File: src/rtl/imem_fetch_ctrl_pkg.sv
// imem_fetch_ctrl_pkg: shared constants and FSM encoding for the instruction-fetch sequencer.
package imem_fetch_ctrl_pkg;
    localparam int WORD_BYTES = 4;
    localparam logic [31:0] DEFAULT_RESET_PC = 32'h0;
    typedef enum logic {ST_IDLE = 1'b0, ST_RUN = 1'b1} state_e;
endpackage

File: src/rtl/imem_fetch_ctrl_fifo.sv
// fetch_fifo: synchronous prefetch FIFO with push/pop/flush; flush beats push and pop.
module fetch_fifo #(
    parameter int W = 64,
    parameter int DEPTH = 4,
    localparam int AW = $clog2(DEPTH)
) (
    input  logic          clk,
    input  logic          reset,
    input  logic          push,
    input  logic          pop,
    input  logic          flush,
    input  logic [W-1:0]  din,
    output logic [W-1:0]  dout,
    output logic [AW:0]   count
);
    logic [W-1:0]  mem_q [DEPTH];
    logic [AW-1:0] wr_q, rd_q;
    logic [AW:0]   count_q;
    always_ff @(posedge clk) begin
        if (reset || flush) begin
            wr_q    <= '0;
            rd_q    <= '0;
            count_q <= '0;
        end else begin
            wr_q    <= push ? wr_q + 1'b1 : wr_q;
            rd_q    <= pop ? rd_q + 1'b1 : rd_q;
            count_q <= count_q + (AW+1)'(push) - (AW+1)'(pop);
        end
    end
    always_ff @(posedge clk) begin
        if (push && !flush) mem_q[wr_q] <= din;
    end
    assign dout  = mem_q[rd_q];
    assign count = count_q;
endmodule

File: src/rtl/imem_fetch_ctrl.sv
// imem_fetch_ctrl: fetch PC sequencer feeding imemory reads into a prefetch FIFO for decode.
module imem_fetch_ctrl
    import imem_fetch_ctrl_pkg::*;
#(
    parameter int WIDTH = 32,
    parameter int DEPTH = 4,
    parameter logic [WIDTH-1:0] RESET_PC = WIDTH'(DEFAULT_RESET_PC),
    localparam int CW = $clog2(DEPTH) + 1
) (
    input  logic             clk,
    input  logic             reset,
    input  logic             start,
    input  logic             stop,
    input  logic             redirect_valid,
    input  logic [WIDTH-1:0] redirect_pc,
    output logic [WIDTH-1:0] imem_adr,
    input  logic [WIDTH-1:0] imem_data,
    output logic             inst_valid,
    input  logic             inst_ready,
    output logic [WIDTH-1:0] inst_data,
    output logic [WIDTH-1:0] inst_pc,
    output logic             busy,
    output logic [CW-1:0]    fifo_count
);
    state_e           state_q, state_d;
    logic [WIDTH-1:0] pc_q, pc_d, head_pc, head_data;
    logic             push, pop;
    assign inst_valid = fifo_count != '0;
    assign pop        = inst_valid && inst_ready;
    assign push       = (state_q == ST_RUN) && !redirect_valid && (fifo_count < CW'(DEPTH) || pop);
    assign busy       = state_q == ST_RUN;
    assign imem_adr   = pc_q;
    assign inst_data  = inst_valid ? head_data : '0;
    assign inst_pc    = inst_valid ? head_pc : '0;
    fetch_fifo #(.W(2*WIDTH), .DEPTH(DEPTH)) u_fifo (
        .clk   (clk),
        .reset (reset),
        .push  (push),
        .pop   (pop),
        .flush (redirect_valid),
        .din   ({pc_q, imem_data}),
        .dout  ({head_pc, head_data}),
        .count (fifo_count)
    );
    // stop outranks start; redirect target is forced word-aligned
    always_comb begin
        state_d = stop ? ST_IDLE : start ? ST_RUN : state_q;
        pc_d    = redirect_valid ? (redirect_pc & ~WIDTH'(3)) : push ? pc_q + WIDTH'(WORD_BYTES) : pc_q;
    end
    always_ff @(posedge clk) begin
        if (reset) begin
            state_q <= ST_IDLE;
            pc_q    <= RESET_PC;
        end else begin
            state_q <= state_d;
            pc_q    <= pc_d;
        end
    end
endmodule

File: config.mk
export PLATFORM = sky130hd
export DESIGN_NAME = imem_fetch_ctrl
export DESIGN_NICKNAME = d
export VERILOG_FILES = /design/src/rtl/imem_fetch_ctrl_pkg.sv /design/src/rtl/imem_fetch_ctrl_fifo.sv /design/src/rtl/imem_fetch_ctrl.sv
export SDC_FILE = /design/constraint.sdc
export NUM_CORES = 1
export LEC_CHECK = 0
export BUFFER_PORTS_ARGS = -buffer_cell sky130_fd_sc_hd__buf_2
export CAP_MARGIN = 0
export CORE_UTILIZATION = 50
export DETAILED_ROUTE_END_ITERATION = 6
export PLACE_DENSITY = 0.72
export RECOVER_POWER = 50
export SLEW_MARGIN = 20
export SYNTH_ARGS = -nofsm -noshare
export SYNTH_HDL_FRONTEND = slang
export SYNTH_SLANG_ARGS = --single-unit
File: constraint.sdc
create_clock -name clk -period 3.45 [get_ports clk]
set_clock_uncertainty 0.15 [all_clocks]
set_input_delay 0 -clock clk [delete_from_list [all_inputs] [get_ports clk]]
set_output_delay 0 -clock clk [all_outputs]
set_load 0.1 [all_outputs]
After elaboration in Yosys (flattened, before gate mapping)
Memories as Yosys holds them, arrays and structs flattened. A register that Yosys moved wholly into a read port is not among the register bits.
Cells that the tools add are included.
- bits in registers: 40
- output and inout bits: 101
- bits in writable memories: 256
- memories kept: 1
- input port bits: 70
- reduce and logical (&&, ||, !) cells: 11
- multiplexer cells: 8
- magnitude comparators: 1
- add/subtract/negate cells: 5
- memories (memory ; depth ; width ; read ports ; clocked after Yosys merged registers in ; wr ports ; RTL line ; text):
    u_fifo.mem_q ; 4 ; 64 ; 1 ; 1 ; 1 ; imem_fetch_ctrl_fifo.sv:16 ; logic [W-1:0] mem_q [DEPTH];
- operators with widths (cell ; number):
    32-bit 2-to-1 mux ; 4
    32-bit by 3-bit adder with 32-bit output (second input constant) ; 1
    2-bit by 1-bit adder with 2-bit output (second input constant) ; 2
    1-bit logical AND ; 4
    2-bit 2-to-1 mux ; 2
    2-bit OR reduction ; 2
    3-bit by 1-bit adder with 3-bit output ; 1
    3-bit less-than comparator (second input constant) ; 1
    3-bit nonzero test ; 1
    3-bit by 1-bit subtractor with 3-bit output ; 1
    1-bit logical OR ; 2
    1-bit 2-to-1 mux ; 2
    2-bit nonzero test ; 1
    1-bit zero test ; 1

Depth between registers and ports, before layout
Gate-level depths: netlist (run 1).
- word-level depth: 7
- depth in mapped cells: 10

Hierarchy
A second synthesis (run 1) with hierarchy kept.
- cell total of the unflattened synthesis: 674
- area, all modules: 11965.2 um2
- by module, submodules not included (module ; cells each ; seq. area each (um2) ; area an instance (um2) ; times used):
    fetch_fifo ; 379 ; 7867.5 ; 9756.9 ; 1
    imem_fetch_ctrl ; 295 ; 620.6 ; 2208.4 ; 1

Least setup slack after synthesis (run 1)
Ideal clock, no wire load.
- path kind: register -> register
- start point: register state_q (netlist: busy)
- end point: memory u_fifo.mem_q[0][0] (enable)
- slack: -0.298 ns
- data required time: 2.873 ns
- setup time: 0.427 ns
- data arrival time: 3.172 ns
- cell stages (with the launch flop): 5
- clock period less this slack: 3.748 ns
- cells stage by stage: dfxtp_1 > clkbuf_1 > nand2_1 > nor2_1 > and2_1
- longest elaborated chain between the ends: 5
- ends and longest elaborated chain (item ; RTL line ; text):
    start, declared ; imem_fetch_ctrl.sv:25 ; state_e state_q, state_d;
    start signal, assigned ; imem_fetch_ctrl.sv:55 ; state_q <= state_d;
    1-bit logical AND (2 in series) ; imem_fetch_ctrl.sv:30 ; assign push = (state_q == ST_RUN) && !redirect_valid && (fifo_count < CW'(DEPTH) || pop);
    1-bit logical AND ; imem_fetch_ctrl_fifo.sv:31 ; if (push && !flush) mem_q[wr_q] <= din;
    1-bit 2-to-1 mux ; imem_fetch_ctrl_fifo.sv:31 ;
    1-bit 2-to-1 mux (not written as such) ; imem_fetch_ctrl_fifo.sv:31 ;
    end, declared ; imem_fetch_ctrl_fifo.sv:16 ;
No other way between the ends.

Worst setup path in the final report (run 1)
- start point: register pc_q[5] (netlist: imem_adr[5])
- end point: register pc_q[15] (netlist: imem_adr[15])
- longest elaborated chain between the ends: 3
- ends and longest elaborated chain (item ; RTL line ; text):
    start, declared ; imem_fetch_ctrl.sv:26 ; logic [WIDTH-1:0] pc_q, pc_d, head_pc, head_data;
    start signal, assigned ; imem_fetch_ctrl.sv:56 ; pc_q <= pc_d;
    32-bit by 3-bit adder with 32-bit output ; imem_fetch_ctrl.sv:48 ; pc_d = redirect_valid ? (redirect_pc & ~WIDTH'(3)) : push ? pc_q + WIDTH'(WORD_BYTES) : pc_q;
    32-bit 2-to-1 mux (2 in series) ; imem_fetch_ctrl.sv:48 ;
No other way between the ends. The select of a mux whose other input is x is not followed.
A chain may end at the register's enable or synchronous reset.

==> results of run 1 <==
==> cells by family after synthesis <==
| logic type | after synthesis | share of synthesized area |
|---|---|---|
| buffers and inverters | 55 | 0.0208 |
| XOR/XNOR | 31 | 0.0235 |
| multiplexers | 63 | 0.122 |
| flip-flops | 288 | 0.715 |
| other | 1 | 0.000325 |
| adder cells (fa/ha/maj) | 8 | 0.00933 |
| AND/OR/NAND/NOR | 177 | 0.0878 |
| AO/OA/AOI/OAI | 37 | 0.0215 |
==> power by group <==
| group | switching (mW) | internal [mW] |
|---|---|---|
| sequential | 0.0707 | 3.83 |
| clock | 1.25 | 2.02 |
| combinational | 0.604 | 0.216 |
==> final timing paths <==
path	startpoint	depth (start not counted)	to	slack, ns
max	imem_adr[5]$_SDFFE_PP0P_	5	imem_adr[15]$_SDFFE_PP0P_	0.27
min	reset	3	imem_adr[29]$_SDFFE_PP0P_	0.07
max reg2reg	imem_adr[5]$_SDFFE_PP0P_	5	imem_adr[15]$_SDFFE_PP0P_	0.27
min reg2reg	u_fifo.wr_q[1]$_SDFFE_PP0N_	2	u_fifo.wr_q[1]$_SDFFE_PP0N_	0.37
==> cell usage after synthesis, drive strengths merged (2+ instances only) <==
| cell | n | area (sq um) |
|---|---|---|
| nand4 | 10 | 68.8 |
| nand3 | 9 | 45.0 |
| and4 | 4 | 35.0 |
| xnor2 | 30 | 263 |
| nor4 | 8 | 75.1 |
| or3 | 3 | 18.8 |
| a311oi | 4 | 35.0 |
| o21bai | 4 | 30.0 |
| o22ai | 2 | 12.5 |
| clkbuf | 27 | 101 |
| nor2 | 27 | 101 |
| nand2 | 27 | 101 |
| or4 | 2 | 18.8 |
| a21oi | 11 | 55.1 |
| buf | 15 | 90.1 |
| edfxtp | 248 | 7450 |
| mux4 | 62 | 1400 |
| and2 | 71 | 444 |
| o21ai | 2 | 10.0 |
| inv | 13 | 48.8 |
| nor3 | 12 | 80.1 |
| dfxtp | 40 | 801 |
| a211oi | 13 | 97.6 |
| ha | 7 | 87.6 |
| and3 | 2 | 12.5 |
==> area by class of cell <==
type | instances | area (sq um) | share of cell area
Inverter | 13 | 48.8 | 0.00332
Multi-Input combinational cell | 320 | 3070 | 0.209
Clock inverter | 17 | 231 | 0.0158
Clock buffer | 35 | 768 | 0.0523
Tap cell | 285 | 357 | 0.0243
Sequential cell | 288 | 8260 | 0.562
Timing Repair Buffer | 282 | 1960 | 0.133
==> per-layer routing <==
metal	track usage	vias up	routed length, microns
met2	0.399	296	13100
li1	-	3076	-
met3	0.0296	38	1650
met4	0.0557	0	468
met5	0	-	0
met1	0.287	3475	10500
==> registers in the layout (all words and copies together), names as in the netlist, named ones only <==
name,flops
busy,1
imem_adr,30
u_fifo.count,3
u_fifo.mem_q,248
u_fifo.rd_q,2
u_fifo.wr_q,2
==> worst reg2reg max path, cell delays in order, from the launching register on <==
cell and delay (ns):
sky130_fd_sc_hd__dfxtp_1 0.53, sky130_fd_sc_hd__and4_1 0.46, sky130_fd_sc_hd__nand3_1 0.43, sky130_fd_sc_hd__or4_1 0.64, sky130_fd_sc_hd__a311oi_1 0.31, sky130_fd_sc_hd__dlygate4sd3_1 0.60
==> impl_metrics.yaml, run 1 <==
run_status:
  status: "finished clean"
final_layout:
  num-fill-cells: 1564
  post-route-util: 0.649
  area_growth_syn_to_layout_pct: 27.3
  antenna-diode-count: 0
  leading_cell_type_in_the_layout_fill_and_taps_excluded: "sky130_fd_sc_hd__edfxtp_1"
  final_cell_count_no_fill: 1240
  mostFrequentLayoutCells: "248 x sky130_fd_sc_hd__edfxtp_1, 105 x sky130_fd_sc_hd__dlygate4sd3_1, 98 x sky130_fd_sc_hd__buf_2"
  final_design_area_no_fill_sq_um: 14700
  post_route_cells_drive_above_1_share: 0.244
  num-nets-final: 1011
die:
  ios: 171
  die-area_sq_um: 23700
  chip_height_microns: 154
  fp.coreArea_sq_um: 22600
  die-width_microns: 154
  initial_utilization: 0.510
  standard_cell_rows: 55
routing:
  antenna_violating_nets_post_route: 0
  drt_first_iter_violations: 437
  drt-total-wl_microns: 25700
  wl_per_cell_microns: 20.7
  vias: 6885
  detail_route.vias_per_cell: 5.55
  drt_pass1_iterations: 5
  drcViolationCount: 0
timing:
  final.min_clock_period_ns: 3.18
  timing.final.max_slew_violations: 0
  max-slew-margin-rel: 0.160
  worst_pin_slew_ns: 1.27
  fmax_ghz: 0.315
  total_count_of_hold_check_failures_in_the_final_report: 0
  setup_total_negative_slack_ns: 0
  setup-violations-final: 0
  timing.final.ws_setup_ns: 0.273
  final_worst_path_cycle_share: 0.921
  whs_ns: 0.0675
  rsz_0062_raised_after_global_routing: "false"
worst_setup_path:
  worst_path_largest_cell_delay_ns: 0.64
  timing.critical_path.required_ns: 3.78
  path_buf_inv: 1
  timing.critical_path.to_type: "flip-flop"
  path_max_fanout: 11
  slowest_stage_cell_crit_path: "sky130_fd_sc_hd__or4_1"
  worstSetupPathType: "reg2reg"
  worstSetupStartpointType: "flip-flop"
  path_delay_family: "simple AND/OR/NAND/NOR gates"
  crit_chain: "and4_1, nand3_1, or4_1, a311oi_1, dlygate4sd3_1"
  critPathArrivalTime_ns: 3.50
placement:
  io_buffer_count: 164
  postPlaceCellArea_sq_um: 12700
  pre_cts_slack_ns: 0.795
  post-place-cells: 1083
  routabilityCongestion: 0.803
  hpwl_microns: 14300
global_routing:
  first_global_vias: 7215
  grt_first_pass_wirelength_microns: 40100
  gr-total-overflow: 0
  groute.usage.overall: 0.222
  antenna_found_initial: 0
  grt_start_max_net_pins: 64
synth:
  post_synth_inst_count: 660
  asyncSetResetFlopFracSynth: 0
  yosys_register_bits: 288
  most_used_flip_flop_cell_after_synthesis: "sky130_fd_sc_hd__edfxtp_1"
  synthesis.yosys.warnings: 0
  mappedNetlistArea_sq_um: 11500
  seq_area_frac_synth: 0.715
  number_of_flops_mapped_to_enable_cells_by_yosys: 248
  syn-mean-instance-area_sq_um: 17.5
  synth.distinct_cells: 39
run:
  max_cap_viol_count: 0
power:
  p_per_area_nw_per_um2: 544
  leakage_nw: 5.07
  totalPowerFinal_mw: 7.99
  worst_case_vdd_ir_drop_v: 0.000372
clocking:
  cts-hold-fix-buffers: 105
  clk_root_buffer_cell: "sky130_fd_sc_hd__clkbuf_16"
  post-cts-setup-buffers: 0
  cts-buffers-inserted: 28
  worst_skew_pair.late_latency_ns: 0.53
  cts_buffer_depth: 3
  clock_sink_count: 288
  clkSlewWorstSetupHoldPaths_ns: 0.07
  htree_levels: 1
  cts-resized-gates: 0
  tritoncts: "built"
worst_hold_path:
  hold_path.class: "in2reg"
(Power assumes the default switching activity.)
==> run 2, diff against run 1 <==
--- a/config.mk
+++ b/config.mk
@@ -14,4 +14,5 @@
 export SLEW_MARGIN = 20
 export SYNTH_ARGS = -nofsm -noshare
 export SYNTH_HDL_FRONTEND = slang
+export SYNTH_HIERARCHICAL = 1
 export SYNTH_SLANG_ARGS = --single-unit
==> run 2 against run 1 <==
Sequential cell count up 8. Critical endpoint unchanged. Highest routed layer unchanged. Fmax fell by 0.73%. Setup slack got worse by 0.023 ns. Worst hold slack got worse by 0.025 ns. Utilization shrank 0.56 points. Critical path depth rose by 1.
==> impl_metrics.yaml, run 2 <==
synth:
  yosysMostFrequentCell: "sky130_fd_sc_hd__edfxtp_1"
  synth_top_cell_by_area: "sky130_fd_sc_hd__edfxtp_1"
  synth-compound-area-share: 0.0214
  asyncSetResetFlopFracSynth: 0
  number_of_flops_mapped_to_enable_cells_by_yosys: 256
  most_used_flip_flop_cell_after_synthesis: "sky130_fd_sc_hd__edfxtp_1"
  synthAdderAreaFrac: 0.00899
  post_synth_xor_area_fraction: 0.0210
  yosys_register_bits: 296
  syn-mean-instance-area_sq_um: 17.8
  synth.distinct_cells: 49
  synth_top_family_by_area: "multiplexers"
  post_synth_inst_count: 674
  mappedNetlistArea_sq_um: 12000
  synth_top_cells_by_area: "sky130_fd_sc_hd__edfxtp_1 64%, sky130_fd_sc_hd__mux4_2 11%, sky130_fd_sc_hd__dfxtp_1 6.7%, sky130_fd_sc_hd__and2_1 3.7%, sky130_fd_sc_hd__xnor2_1 1.6%"
  seq_area_frac_synth: 0.709
  yosys.area.top_type_share: 0.642
  synthMuxAreaShare: 0.126
  post_synth_most_frequent_cells: "256 x sky130_fd_sc_hd__edfxtp_1, 70 x sky130_fd_sc_hd__and2_1, 60 x sky130_fd_sc_hd__mux4_2"
  synth-simple-area-share: 0.0877
  synthesis.yosys.warnings: 6
worst_setup_path:
  worstSetupPathType: "reg2reg"
  slowest_stage_cell_crit_path: "sky130_fd_sc_hd__nand4_1"
  timing.critical_path.required_ns: 3.79
  path_buf_inv: 1
  path_delay_family: "simple AND/OR/NAND/NOR gates"
  critPathArrivalTime_ns: 3.54
  path_max_fanout: 13
  worstSetupStartpointType: "flip-flop"
  timing.critical_path.to_type: "flip-flop"
  worst_path_largest_cell_delay_ns: 0.64
  crit_chain: "and3_1, nand4_1, nor3_1, xnor2_1, a211oi_1, dlygate4sd3_1"
final_layout:
  num-nets-final: 1043
  largest_register: "u_fifo/mem_q"
  antenna-diode-count: 0
  post-route-util: 0.643
  leading_cell_type_in_the_layout_fill_and_taps_excluded: "sky130_fd_sc_hd__edfxtp_1"
  post_route_cells_drive_above_1_share: 0.236
  largest_register_ff_count: 256
  mostFrequentLayoutCells: "256 x sky130_fd_sc_hd__edfxtp_1, 107 x sky130_fd_sc_hd__dlygate4sd3_1, 100 x sky130_fd_sc_hd__buf_2"
  area_growth_syn_to_layout_pct: 26.2
  final_design_area_no_fill_sq_um: 15100
clocking:
  clkSlewWorstSetupHoldPaths_ns: 0.06
  post-cts-setup-buffers: 0
  worst_skew_pair.late_latency_ns: 0.55
  htree_levels: 1
  clk_root_buffer_cell: "sky130_fd_sc_hd__clkbuf_16"
  tritoncts: "built"
  clock_sink_count: 296
  cts_buffer_depth: 3
  cts-buffers-inserted: 30
global_routing:
  grt_start_max_net_pins: 66
  gr-total-overflow: 0
  groute.usage.overall: 0.213
  grt_first_pass_wirelength_microns: 39500
  antenna_found_initial: 0
  first_global_vias: 7197
timing:
  timing.final.max_slew_violations: 0
  final.min_clock_period_ns: 3.20
  fmax_ghz: 0.312
  worst_pin_slew_ns: 1.32
  timing.final.ws_setup_ns: 0.250
  whs_ns: 0.0427
  setup_total_negative_slack_ns: 0
  setup-violations-final: 0
  total_count_of_hold_check_failures_in_the_final_report: 0
  final_worst_path_cycle_share: 0.928
  max-slew-margin-rel: 0.121
  rsz_0062_raised_after_global_routing: "false"
power:
  clkPwrFrac: 0.398
  p_sw_mw: 1.96
  power.share.sequential: 0.499
  worst_case_vdd_ir_drop_v: 0.000486
  power.switching_fraction: 0.245
  comb_power_share: 0.102
  p_per_area_nw_per_um2: 530
  p_int_mw: 6.04
  leakage_nw: 5.25
die:
  die-width_microns: 157
  standard_cell_rows: 56
  fp.coreArea_sq_um: 23500
  ios: 171
  chip_height_microns: 157
  initial_utilization: 0.510
  die-area_sq_um: 24600
placement:
  hpwl_microns: 14100
  pre_cts_slack_ns: 0.865
  postPlaceCellArea_sq_um: 13100
  routabilityCongestion: 0.790
  io_buffer_count: 166
routing:
  drt_pass1_iterations: 5
  vias: 7067
  drt-total-wl_microns: 25400
  detail_route.vias_per_cell: 5.41
  antenna_violating_nets_post_route: 0
  drcViolationCount: 0
  wl_per_cell_microns: 19.5
  drt_first_iter_violations: 552
worst_hold_path:
  hold_path.class: "in2reg"
run:
  max_cap_viol_count: 0
run_status:
  status: "finished clean"
==> run 2: path summary, 6_finish.rpt <==
| check | start | end | slack, ns | cells past startpoint |
|---|---|---|---|---|
| worst max-delay path | imem_adr[4]$_SDFFE_PP0P_ | imem_adr[15]$_SDFFE_PP0P_ | 0.25 | 6 |
| worst max register to register | imem_adr[4]$_SDFFE_PP0P_ | imem_adr[15]$_SDFFE_PP0P_ | 0.25 | 6 |
| worst min-delay path | reset | imem_adr[24]$_SDFFE_PP0P_ | 0.04 | 3 |
| worst min register to register | u_fifo/wr_q[1]$_SDFFE_PP0P_ | u_fifo/wr_q[1]$_SDFFE_PP0P_ | 0.41 | 2 |
==> run 2: what timing repair did <==
action	CTS	global route
resized for setup	0	0
hold endpoints to repair	168	0
hold buffers	107	0
==> run 2: cells by family after synthesis <==
group	after synthesis
adder cells (fa/ha/maj)	8
AND/OR/NAND/NOR	187
XOR/XNOR	27
other	1
multiplexers	69
flip-flops	296
buffers and inverters	48
AO/OA/AOI/OAI	38
==> run 2: per-layer routing <==
| layer | global-route usage | part of all wire | up-vias |
|---|---|---|---|
| met2 | 0.362 | 0.50 | 298 |
| met1 | 0.281 | 0.41 | 3538 |
| met5 | 0 | 0 | - |
| li1 | - | - | 3184 |
| met3 | 0.0382 | 0.064 | 47 |
| met4 | 0.0644 | 0.025 | 0 |
==> run 2: metrics by stage <==
step | std cells | total power [mW]
2_1_floorplan | 683 | 4.63
5_1_grt | 1307 | 8.24
3_5_place_dp | 1145 | 4.79
4_1_cts | 1307 | 8.06
6_report | 1307 | 8.01
3_3_place_gp | 1145 | 4.79
==> run 2: power groups by stage <==
stage	Sequential, mW	Clock, mW	Combinational, mW
detailed placement	4.07	0	0.721
CTS	4.00	3.24	0.821
global route	4.00	3.38	0.857
floorplan	4.23	0	0.399
global placement	4.07	0	0.718
finish	4.00	3.19	0.819
==> run 2: area by class of cell <==
type | instances | area, sq um
Fill cell | 1656 | 8380
Sequential cell | 296 | 8500
Multi-Input combinational cell | 339 | 3210
Inverter | 14 | 52.6
Clock inverter | 14 | 143
Tap cell | 319 | 399
Timing Repair Buffer | 284 | 1960
Clock buffer | 41 | 833
==> run 2: tightest hold or removal path: cells and delay by family <==
family	cells	cell delay, ns
AOI/OAI and AO/OA	2	0.37
buffers and inverters	1	0.32
